**config.mk**
```make
export PLATFORM = sky130hd
export DESIGN_NAME = calc_alu_sequencer_flat
export DESIGN_NICKNAME = d
export VERILOG_FILES = /design/src/rtl/calc_alu_sequencer_pkg.sv /design/src/rtl/calc_alu_sequencer_if.sv /design/src/rtl/calc_alu_sequencer_iter_counter.sv /design/src/rtl/calc_alu_sequencer.sv /design/src/flat_wrapper.sv
export SDC_FILE = /design/constraint.sdc
export NUM_CORES = 1
export LEC_CHECK = 0
export CORE_AREA = 2 2 89 91
export DETAILED_ROUTE_END_ITERATION = 10
export DIE_AREA = 0 0 91 93
export GPL_TIMING_DRIVEN = 0
export PLACE_DENSITY = 0.7
export SYNTH_ARGS = -nofsm -noshare
export SYNTH_HDL_FRONTEND = slang
export SYNTH_SLANG_ARGS = --single-unit
```
**constraint.sdc**
```tcl
create_clock -name clk -period 6.7 [get_ports clk]
set_clock_uncertainty 0.1 [all_clocks]
set_input_delay 1.34 -clock clk [delete_from_list [all_inputs] [get_ports clk]]
set_output_delay 1.34 -clock clk [all_outputs]
set_load 0.01 [all_outputs]
```
**src/rtl/calc_alu_sequencer_pkg.sv**
```systemverilog
`default_nettype none
// ---------------------------------------------------------------------------
// calc_alu_sequencer_pkg: shared width, opcodes and state encoding
// Rev 1.0
// ---------------------------------------------------------------------------
package calc_alu_sequencer_pkg;

    localparam int WIDTH = 8;

    localparam logic [1:0] OP_ADD = 2'b00;
    localparam logic [1:0] OP_SUB = 2'b01;
    localparam logic [1:0] OP_MUL = 2'b10;
    localparam logic [1:0] OP_DIV = 2'b11;

    localparam logic [WIDTH-1:0] DIV0_QUOTIENT = 8'hFF;

    typedef enum logic [2:0] {
        S_IDLE = 3'd0,
        S_EXEC = 3'd1,
        S_MUL  = 3'd2,
        S_DIV  = 3'd3,
        S_DONE = 3'd4
    } state_t;

endpackage : calc_alu_sequencer_pkg
`default_nettype wire

```
**src/rtl/calc_alu_sequencer_if.sv**
```systemverilog
`default_nettype none
// ---------------------------------------------------------------------------
// calc_alu_sequencer_if: command/result handshake plus external ALU link
// Rev 1.0
// ---------------------------------------------------------------------------
interface calc_alu_sequencer_if;
    import calc_alu_sequencer_pkg::*;

    logic             cmd_valid;
    logic             cmd_ready;
    logic [1:0]       cmd_op;
    logic [WIDTH-1:0] cmd_a;
    logic [WIDTH-1:0] cmd_b;

    logic [WIDTH-1:0] alu_a;
    logic [WIDTH-1:0] alu_b;
    logic             alu_add_sub;
    logic [WIDTH-1:0] alu_sum;
    logic             alu_c8;
    logic             alu_alb;
    logic             alu_agb;
    logic             alu_aeb;

    logic             res_valid;
    logic [WIDTH-1:0] result;
    logic [WIDTH-1:0] remainder;
    logic             carry_ovf;
    logic             cmp_lt;
    logic             cmp_gt;
    logic             cmp_eq;
    logic             err_div0;
    logic             busy;

    // Front end together with the external ALU
    modport master (
        output cmd_valid, cmd_op, cmd_a, cmd_b,
        output alu_sum, alu_c8, alu_alb, alu_agb, alu_aeb,
        input  cmd_ready, alu_a, alu_b, alu_add_sub,
        input  res_valid, result, remainder, carry_ovf,
        input  cmp_lt, cmp_gt, cmp_eq, err_div0, busy
    );

    modport slave (
        input  cmd_valid, cmd_op, cmd_a, cmd_b,
        input  alu_sum, alu_c8, alu_alb, alu_agb, alu_aeb,
        output cmd_ready, alu_a, alu_b, alu_add_sub,
        output res_valid, result, remainder, carry_ovf,
        output cmp_lt, cmp_gt, cmp_eq, err_div0, busy
    );

endinterface : calc_alu_sequencer_if
`default_nettype wire

```
**src/rtl/calc_alu_sequencer_iter_counter.sv**
```systemverilog
`default_nettype none
// ---------------------------------------------------------------------------
// calc_alu_sequencer_iter_counter: loadable up/down counter with zero flag
// Rev 1.0
// ---------------------------------------------------------------------------
module calc_alu_sequencer_iter_counter
    import calc_alu_sequencer_pkg::*;
(
    input  logic             clk,
    input  logic             rst,
    input  logic             load_i,
    input  logic [WIDTH-1:0] load_val_i,
    input  logic             en_i,
    input  logic             up_i,
    output logic [WIDTH-1:0] count_o,
    output logic             zero_o
);

    logic [WIDTH-1:0] count_q;

    always_ff @(posedge clk) begin
        if (rst) begin
            count_q <= '0;
        end else if (load_i) begin
            count_q <= load_val_i;
        end else if (en_i) begin
            count_q <= up_i ? count_q + WIDTH'(1) : count_q - WIDTH'(1);
        end
    end

    assign count_o = count_q;
    assign zero_o  = (count_q == '0);

endmodule : calc_alu_sequencer_iter_counter
`default_nettype wire

```
**src/rtl/calc_alu_sequencer.sv**
```systemverilog
`default_nettype none
// ---------------------------------------------------------------------------
// calc_alu_sequencer: runs ADD/SUB/MUL/DIV on a shared external 8-bit ALU
// Rev 1.0
// ---------------------------------------------------------------------------
module calc_alu_sequencer
    import calc_alu_sequencer_pkg::*;
(
    input  logic                 clk,
    input  logic                 reset,
    calc_alu_sequencer_if.slave  bus
);

    state_t           state_q;
    logic [1:0]       op_q;
    logic [WIDTH-1:0] a_q;
    logic [WIDTH-1:0] b_q;
    logic [WIDTH-1:0] work_q;
    logic             ovf_q;

    logic             res_valid_q;
    logic [WIDTH-1:0] result_q;
    logic [WIDTH-1:0] rem_q;
    logic             carry_q;
    logic             lt_q;
    logic             gt_q;
    logic             eq_q;
    logic             div0_q;

    logic             accept;
    logic             cnt_load;
    logic [WIDTH-1:0] cnt_load_val;
    logic             cnt_en;
    logic             cnt_up;
    logic [WIDTH-1:0] cnt_count;
    logic             cnt_zero;

    assign bus.cmd_ready = (state_q == S_IDLE) && !reset;
    assign accept        = bus.cmd_valid && bus.cmd_ready;

    // MUL counts B down to zero; DIV counts the quotient up from zero
    calc_alu_sequencer_iter_counter u_iter_counter (
        .clk        (clk),
        .rst        (reset),
        .load_i     (cnt_load),
        .load_val_i (cnt_load_val),
        .en_i       (cnt_en),
        .up_i       (cnt_up),
        .count_o    (cnt_count),
        .zero_o     (cnt_zero)
    );

    always_comb begin
        cnt_load        = accept;
        cnt_load_val    = (bus.cmd_op == OP_MUL) ? bus.cmd_b : '0;
        cnt_up          = (state_q == S_DIV);
        cnt_en          = 1'b0;
        bus.alu_a       = '0;
        bus.alu_b       = '0;
        bus.alu_add_sub = 1'b0;
        case (state_q)
            S_EXEC: begin
                bus.alu_a       = a_q;
                bus.alu_b       = b_q;
                bus.alu_add_sub = op_q[0];
            end
            S_MUL: begin
                if (!cnt_zero) begin
                    bus.alu_a = work_q;
                    bus.alu_b = a_q;
                    cnt_en    = 1'b1;
                end
            end
            S_DIV: begin
                if (b_q != '0) begin
                    bus.alu_a       = work_q;
                    bus.alu_b       = b_q;
                    bus.alu_add_sub = 1'b1;
                    cnt_en          = !bus.alu_alb;
                end
            end
            default: ;
        endcase
    end

    always_ff @(posedge clk) begin
        if (reset) begin
            state_q     <= S_IDLE;
            op_q        <= '0;
            a_q         <= '0;
            b_q         <= '0;
            work_q      <= '0;
            ovf_q       <= 1'b0;
            res_valid_q <= 1'b0;
            result_q    <= '0;
            rem_q       <= '0;
            carry_q     <= 1'b0;
            lt_q        <= 1'b0;
            gt_q        <= 1'b0;
            eq_q        <= 1'b0;
            div0_q      <= 1'b0;
        end else begin
            res_valid_q <= 1'b0;
            case (state_q)
                S_IDLE: begin
                    if (accept) begin
                        op_q     <= bus.cmd_op;
                        a_q      <= bus.cmd_a;
                        b_q      <= bus.cmd_b;
                        work_q   <= (bus.cmd_op == OP_DIV) ? bus.cmd_a : '0;
                        ovf_q    <= 1'b0;
                        result_q <= '0;
                        rem_q    <= '0;
                        carry_q  <= 1'b0;
                        lt_q     <= 1'b0;
                        gt_q     <= 1'b0;
                        eq_q     <= 1'b0;
                        div0_q   <= 1'b0;
                        case (bus.cmd_op)
                            OP_MUL:  state_q <= S_MUL;
                            OP_DIV:  state_q <= S_DIV;
                            default: state_q <= S_EXEC;
                        endcase
                    end
                end
                S_EXEC: begin
                    result_q    <= bus.alu_sum;
                    carry_q     <= bus.alu_c8;
                    lt_q        <= bus.alu_alb;
                    gt_q        <= bus.alu_agb;
                    eq_q        <= bus.alu_aeb;
                    res_valid_q <= 1'b1;
                    state_q     <= S_DONE;
                end
                S_MUL: begin
                    if (cnt_zero) begin
                        result_q    <= work_q;
                        carry_q     <= ovf_q;
                        res_valid_q <= 1'b1;
                        state_q     <= S_DONE;
                    end else begin
                        work_q <= bus.alu_sum;
                        ovf_q  <= ovf_q | bus.alu_c8;
                    end
                end
                S_DIV: begin
                    if (b_q == '0) begin
                        div0_q      <= 1'b1;
                        result_q    <= DIV0_QUOTIENT;
                        rem_q       <= a_q;
                        res_valid_q <= 1'b1;
                        state_q     <= S_DONE;
                    end else if (bus.alu_alb) begin
                        result_q    <= cnt_count;
                        rem_q       <= work_q;
                        res_valid_q <= 1'b1;
                        state_q     <= S_DONE;
                    end else begin
                        work_q <= bus.alu_sum;
                    end
                end
                S_DONE: begin
                    state_q <= S_IDLE;
                end
                default: begin
                    state_q <= S_IDLE;
                end
            endcase
        end
    end

    assign bus.res_valid = res_valid_q;
    assign bus.result    = result_q;
    assign bus.remainder = rem_q;
    assign bus.carry_ovf = carry_q;
    assign bus.cmp_lt    = lt_q;
    assign bus.cmp_gt    = gt_q;
    assign bus.cmp_eq    = eq_q;
    assign bus.err_div0  = div0_q;
    assign bus.busy      = (state_q != S_IDLE);

endmodule : calc_alu_sequencer
`default_nettype wire

```
**src/flat_wrapper.sv**
```systemverilog
// flat-port wrapper written by rule: the top's interface ports become plain ports
module calc_alu_sequencer_flat import calc_alu_sequencer_pkg::*;
  (clk, reset, bus_cmd_valid, bus_cmd_op, bus_cmd_a, bus_cmd_b, bus_alu_sum, bus_alu_c8, bus_alu_alb, bus_alu_agb, bus_alu_aeb, bus_cmd_ready, bus_alu_a, bus_alu_b, bus_alu_add_sub, bus_res_valid, bus_result, bus_remainder, bus_carry_ovf, bus_cmp_lt, bus_cmp_gt, bus_cmp_eq, bus_err_div0, bus_busy);
  calc_alu_sequencer_if bus_i ();
  input  logic clk;
  input  logic reset;
  input wire logic [$bits(bus_i.cmd_valid)-1:0] bus_cmd_valid;
  input wire logic [$bits(bus_i.cmd_op)-1:0] bus_cmd_op;
  input wire logic [$bits(bus_i.cmd_a)-1:0] bus_cmd_a;
  input wire logic [$bits(bus_i.cmd_b)-1:0] bus_cmd_b;
  input wire logic [$bits(bus_i.alu_sum)-1:0] bus_alu_sum;
  input wire logic [$bits(bus_i.alu_c8)-1:0] bus_alu_c8;
  input wire logic [$bits(bus_i.alu_alb)-1:0] bus_alu_alb;
  input wire logic [$bits(bus_i.alu_agb)-1:0] bus_alu_agb;
  input wire logic [$bits(bus_i.alu_aeb)-1:0] bus_alu_aeb;
  output wire logic [$bits(bus_i.cmd_ready)-1:0] bus_cmd_ready;
  output wire logic [$bits(bus_i.alu_a)-1:0] bus_alu_a;
  output wire logic [$bits(bus_i.alu_b)-1:0] bus_alu_b;
  output wire logic [$bits(bus_i.alu_add_sub)-1:0] bus_alu_add_sub;
  output wire logic [$bits(bus_i.res_valid)-1:0] bus_res_valid;
  output wire logic [$bits(bus_i.result)-1:0] bus_result;
  output wire logic [$bits(bus_i.remainder)-1:0] bus_remainder;
  output wire logic [$bits(bus_i.carry_ovf)-1:0] bus_carry_ovf;
  output wire logic [$bits(bus_i.cmp_lt)-1:0] bus_cmp_lt;
  output wire logic [$bits(bus_i.cmp_gt)-1:0] bus_cmp_gt;
  output wire logic [$bits(bus_i.cmp_eq)-1:0] bus_cmp_eq;
  output wire logic [$bits(bus_i.err_div0)-1:0] bus_err_div0;
  output wire logic [$bits(bus_i.busy)-1:0] bus_busy;
  assign bus_i.cmd_valid = bus_cmd_valid;
  assign bus_i.cmd_op = bus_cmd_op;
  assign bus_i.cmd_a = bus_cmd_a;
  assign bus_i.cmd_b = bus_cmd_b;
  assign bus_i.alu_sum = bus_alu_sum;
  assign bus_i.alu_c8 = bus_alu_c8;
  assign bus_i.alu_alb = bus_alu_alb;
  assign bus_i.alu_agb = bus_alu_agb;
  assign bus_i.alu_aeb = bus_alu_aeb;
  assign bus_cmd_ready = bus_i.cmd_ready;
  assign bus_alu_a = bus_i.alu_a;
  assign bus_alu_b = bus_i.alu_b;
  assign bus_alu_add_sub = bus_i.alu_add_sub;
  assign bus_res_valid = bus_i.res_valid;
  assign bus_result = bus_i.result;
  assign bus_remainder = bus_i.remainder;
  assign bus_carry_ovf = bus_i.carry_ovf;
  assign bus_cmp_lt = bus_i.cmp_lt;
  assign bus_cmp_gt = bus_i.cmp_gt;
  assign bus_cmp_eq = bus_i.cmp_eq;
  assign bus_err_div0 = bus_i.err_div0;
  assign bus_busy = bus_i.busy;
  calc_alu_sequencer u_core (.clk(clk), .reset(reset), .bus(bus_i));
endmodule
```
==> impl_metrics.py <==
metrics = {
    "synthesis": {
        "synth_top_area_frac": 0.3591,
        "avgSynthCellArea_um2": 8.795,
        "synthArstFlopShare": 0,
        "syn-num-nets": 415,
        "ys_warn_count": 0,
        "ys_top_cells_by_area": "dfxtp_1 36%, a22oi_1 7.1%, a22o_1 6.4%",
        "synth_top_area_cell": "dfxtp_1",
        "ys_types": 58,
        "synth-main-ff-cell": "dfxtp_1",
        "syn_inst": 374,
        "synth_edf_count": 0,
        "ys_seq_elements": 59,
        "syn_area_mm2": 0.003289,
        "ys_seq_area_frac": 0.3591,
    },
    "detailed_routing": {
        "routedWlPerCell_um": 18.08,
        "dr.pass1.iters": 5,
        "dr_total_vias": 3250,
        "routed_via_density": 5.762,
        "routed_wl_um": 10200,
        "dr.first_iter.drc_count": 215,
        "ant_nets": 0,
        "drc_errors": 0,
    },
    "global_route": {
        "grt_busiest_layer": "met2",
        "grt_pass1_wl_um": 16130,
        "met3_usage": 0.04593,
        "overflow": 0,
        "grt_max_degree": 14,
        "grt_pass1_vias": 3073,
        "use_met2": 0.3802,
        "track_usage": 0.2446,
        "antenna_found_initial": 0,
        "met1_usage": 0.3330,
    },
    "worst_setup_path": {
        "r2r_slack_ps": 3930,
        "crit_path_end_kind": "primary output",
        "cp.required_ps": 5260,
        "arrival_ps": 2930,
        "critPathKind": "reg -> out",
        "cp_max_fo": 13,
        "start_kind": "register",
    },
    "floorplan": {
        "die_h_um": 93,
        "rows": 32,
        "dieArea_mm2": 0.008463,
        "core_region_area_mm2": 0.007527,
        "die_x_um": 91,
        "start_util": 0.4370,
        "ios": 74,
    },
    "finish": {
        "seqCellArea_mm2": 0.001181,
        "area_growth_syn_to_layout_pct": 32.94,
        "nNetsFinal": 498,
        "diodes": 0,
        "final_cells": 564,
        "fillers": 723,
        "multi_input_area_mm2": 0.001944,
        "drive_gt1_frac": 0.1429,
    },
    "pwr": {
        "switchingPower_mw": 0.7502,
        "p_seq_frac": 0.298,
        "max-vdd-ir-drop_v": 0.0001582,
        "p_comb_frac": 0.490,
        "p_int_mw": 1.069,
        "switching_share": 0.4124,
        "power_density_mw_per_mm2": 416.0,
        "leakagePower_nw": 1.601,
        "total_power_mw": 1.819,
        "pwr-share-clk": 0.211,
    },
    "sta": {
        "slew_headroom": 0.5170,
        "fin_crit_sh": 0.6517,
        "setup_ws_ps": 2334,
        "min_period_ps": 4366,
        "rsz0062_at_grt": "no",
        "drv_slew": 0,
        "tns_ps": 0,
        "clock.fmax_ghz": 0.2290,
        "worstMarginPinSlew_ps": 724.5,
        "setup-violations-final": 0,
        "hold_viol_final": 0,
    },
    "clock_tree": {
        "worstSkewPairLatency_ps": 340,
        "cts.sinks": 59,
        "cts_root_buf": "clkbuf_8",
        "ctsLongestPathBuffers": 2,
        "cts_resized": 0,
        "postCtsHoldBufs": 0,
        "clk_pin_slew_worst_paths_ps": 70,
        "tritoncts": "done",
        "cts_buffers": 9,
        "htreeDepth": 3,
        "post_cts_buffers": 0,
    },
    "worst_hold_path": {
        "hold_class": "reg -> reg",
    },
    "placed_design": {
        "place_congestion": 0.8733,
        "placement.setup.worst_slack_ps": 2374,
        "dp_cells": 548,
        "hpwlAfterDp_um": 7755,
        "port-buffer-count": 72,
    },
    "status": {
        "status": "finished clean",
    },
    "flow_run": {
        "cap_violations": 0,
    },
}
-- power groups by stage --
stage	sequential [mW]	clock [mW]	combinational, mW
final	0.542	0.385	0.892
after global routing	0.551	0.405	0.976
after CTS	0.540	0.386	0.886
after detailed placement	0.547	0	0.878
after global placement	0.545	0	0.860
after floorplan	0.518	0	0.630
-- state kept, by name (all words and copies together), names as in the netlist --
signal / cells
u_core.bus.carry_ovf: 1
u_core.u_iter_counter.count_o: 8
u_core.bus.result: 8
u_core.work_q: 8
u_core.bus.cmp_eq: 1
u_core.a_q: 8
u_core.bus.err_div0: 1
u_core.b_q: 8
u_core.ovf_q: 1
u_core.bus.cmp_lt: 1
u_core.bus.cmp_gt: 1
u_core.bus.remainder: 8
u_core.bus.res_valid: 1
u_core.state_q: 3
u_core.op_q: 1
-- cell usage in the layout, fill, tap and decap left out, types with 2 or more instances in the layout --
| cell type | n |
|---|---|
| nand2_1 | 44 |
| o21ai_1 | 2 |
| nand3b_1 | 10 |
| nor4_1 | 5 |
| clkbuf_8 | 11 |
| buf_2 | 8 |
| buf_4 | 6 |
| a21oi_1 | 18 |
| mux2_2 | 8 |
| clkinvlp_4 | 2 |
| a311oi_1 | 2 |
| a22oi_1 | 31 |
| ha_1 | 7 |
| nor2_1 | 34 |
| xor2_1 | 3 |
| nor2_2 | 3 |
| bufinv_16 | 2 |
| a22o_1 | 24 |
| inv_1 | 3 |
| xnor2_1 | 3 |
| clkdlybuf4s50_1 | 72 |
| clkbuf_1 | 11 |
| o2111ai_1 | 2 |
| o21a_1 | 2 |
| or3_1 | 2 |
| nor3_1 | 3 |
| nor4_2 | 2 |
| nand2b_1 | 3 |
| a211oi_1 | 10 |
| buf_1 | 4 |
| nand3_1 | 6 |
| nor2b_1 | 6 |
| dfxtp_1 | 59 |
| a211oi_2 | 12 |
| nor3_2 | 2 |
| o21ai_0 | 12 |
| a21o_1 | 2 |
-- per-stage QoR --
| stage | instance area, um2 | utilization | hold slack (ps) |
|---|---|---|---|
| floorplan | 3289 | - | 350.1 |
| finish | 4373 | 0.5810 | 374.2 |
| global route | 4373 | 0.5810 | 388.8 |
| detailed placement | 4138 | 0.5497 | 357.8 |
| CTS | 4373 | 0.5810 | 379.6 |
| global placement | 4138 | 0.5497 | 354.5 |
-- area by class of cell --
class,instances,area share
repair buffers,72,0.1648
flip-flops and latches,59,0.2701
clock inverters,5,0.01917
clock buffers,11,0.03462
multi-input cells,282,0.4446
well taps,102,0.02918
plain buffers,30,0.03491
inverters,3,0.002575
-- Yosys cell counts, drive strengths merged, types with 2 or more instances --
library cell	number
a22o	24
nand3b	11
buf	19
a211oi	23
clkbuf	11
inv	3
a311oi	2
a21oi	19
nor2	38
nand2b	3
or4	2
nor4	7
a21boi	2
dfxtp	59
o2111ai	2
nor2b	6
a21o	2
xnor2	3
mux2	8
a2111oi	2
o21ai	14
nand3	6
o21a	2
nand2	44
xor2	3
nor3	6
ha	7
a22oi	31
or3	2
-- path summary, 6_finish.rpt --
check | start | to | cells after the start
max | u_core.state_q[0]$_SDFFE_PP0P_ | bus_alu_a[6] | 7
min | u_core.bus.err_div0$_SDFFE_PP0P_ | u_core.bus.err_div0$_SDFFE_PP0P_ | 1
max reg2reg | u_core.state_q[0]$_SDFFE_PP0P_ | u_core.u_iter_counter.count_o[5]$_SDFFE_PP0P_ | 9
min reg2reg | u_core.bus.err_div0$_SDFFE_PP0P_ | u_core.bus.err_div0$_SDFFE_PP0P_ | 1
-- routing by layer --
metal | wire length (um) | vias up | share of wire
li1 | - | 1556 | -
met1 | 4619 | 1538 | 0.45
met2 | 4663 | 136 | 0.46
met3 | 722 | 20 | 0.071
met4 | 191 | 0 | 0.019
met5 | 0 | - | 0
-- cell families after synthesis --
family                     after synthesis  synth area share
muxes                                    9           0.03043
DFF                                     59            0.3591
buffers and inverters                   33           0.04983
and+or+nand+nor                        131            0.2062
AOI/OAI and AO/OA                      128            0.3058
xor gates and xnor gates                 6           0.01598
adders and majority gates                8           0.03271
-- worst max-delay path: stages, from the launching register on --
cell,delay [ps]
dfxtp_1,380
buf_2,250
nand3b_2,340
a21oi_2,520
or2_1,170
buf_2,190
a22o_1,190
clkdlybuf4s50_1,540
(Power assumes the default switching activity.)
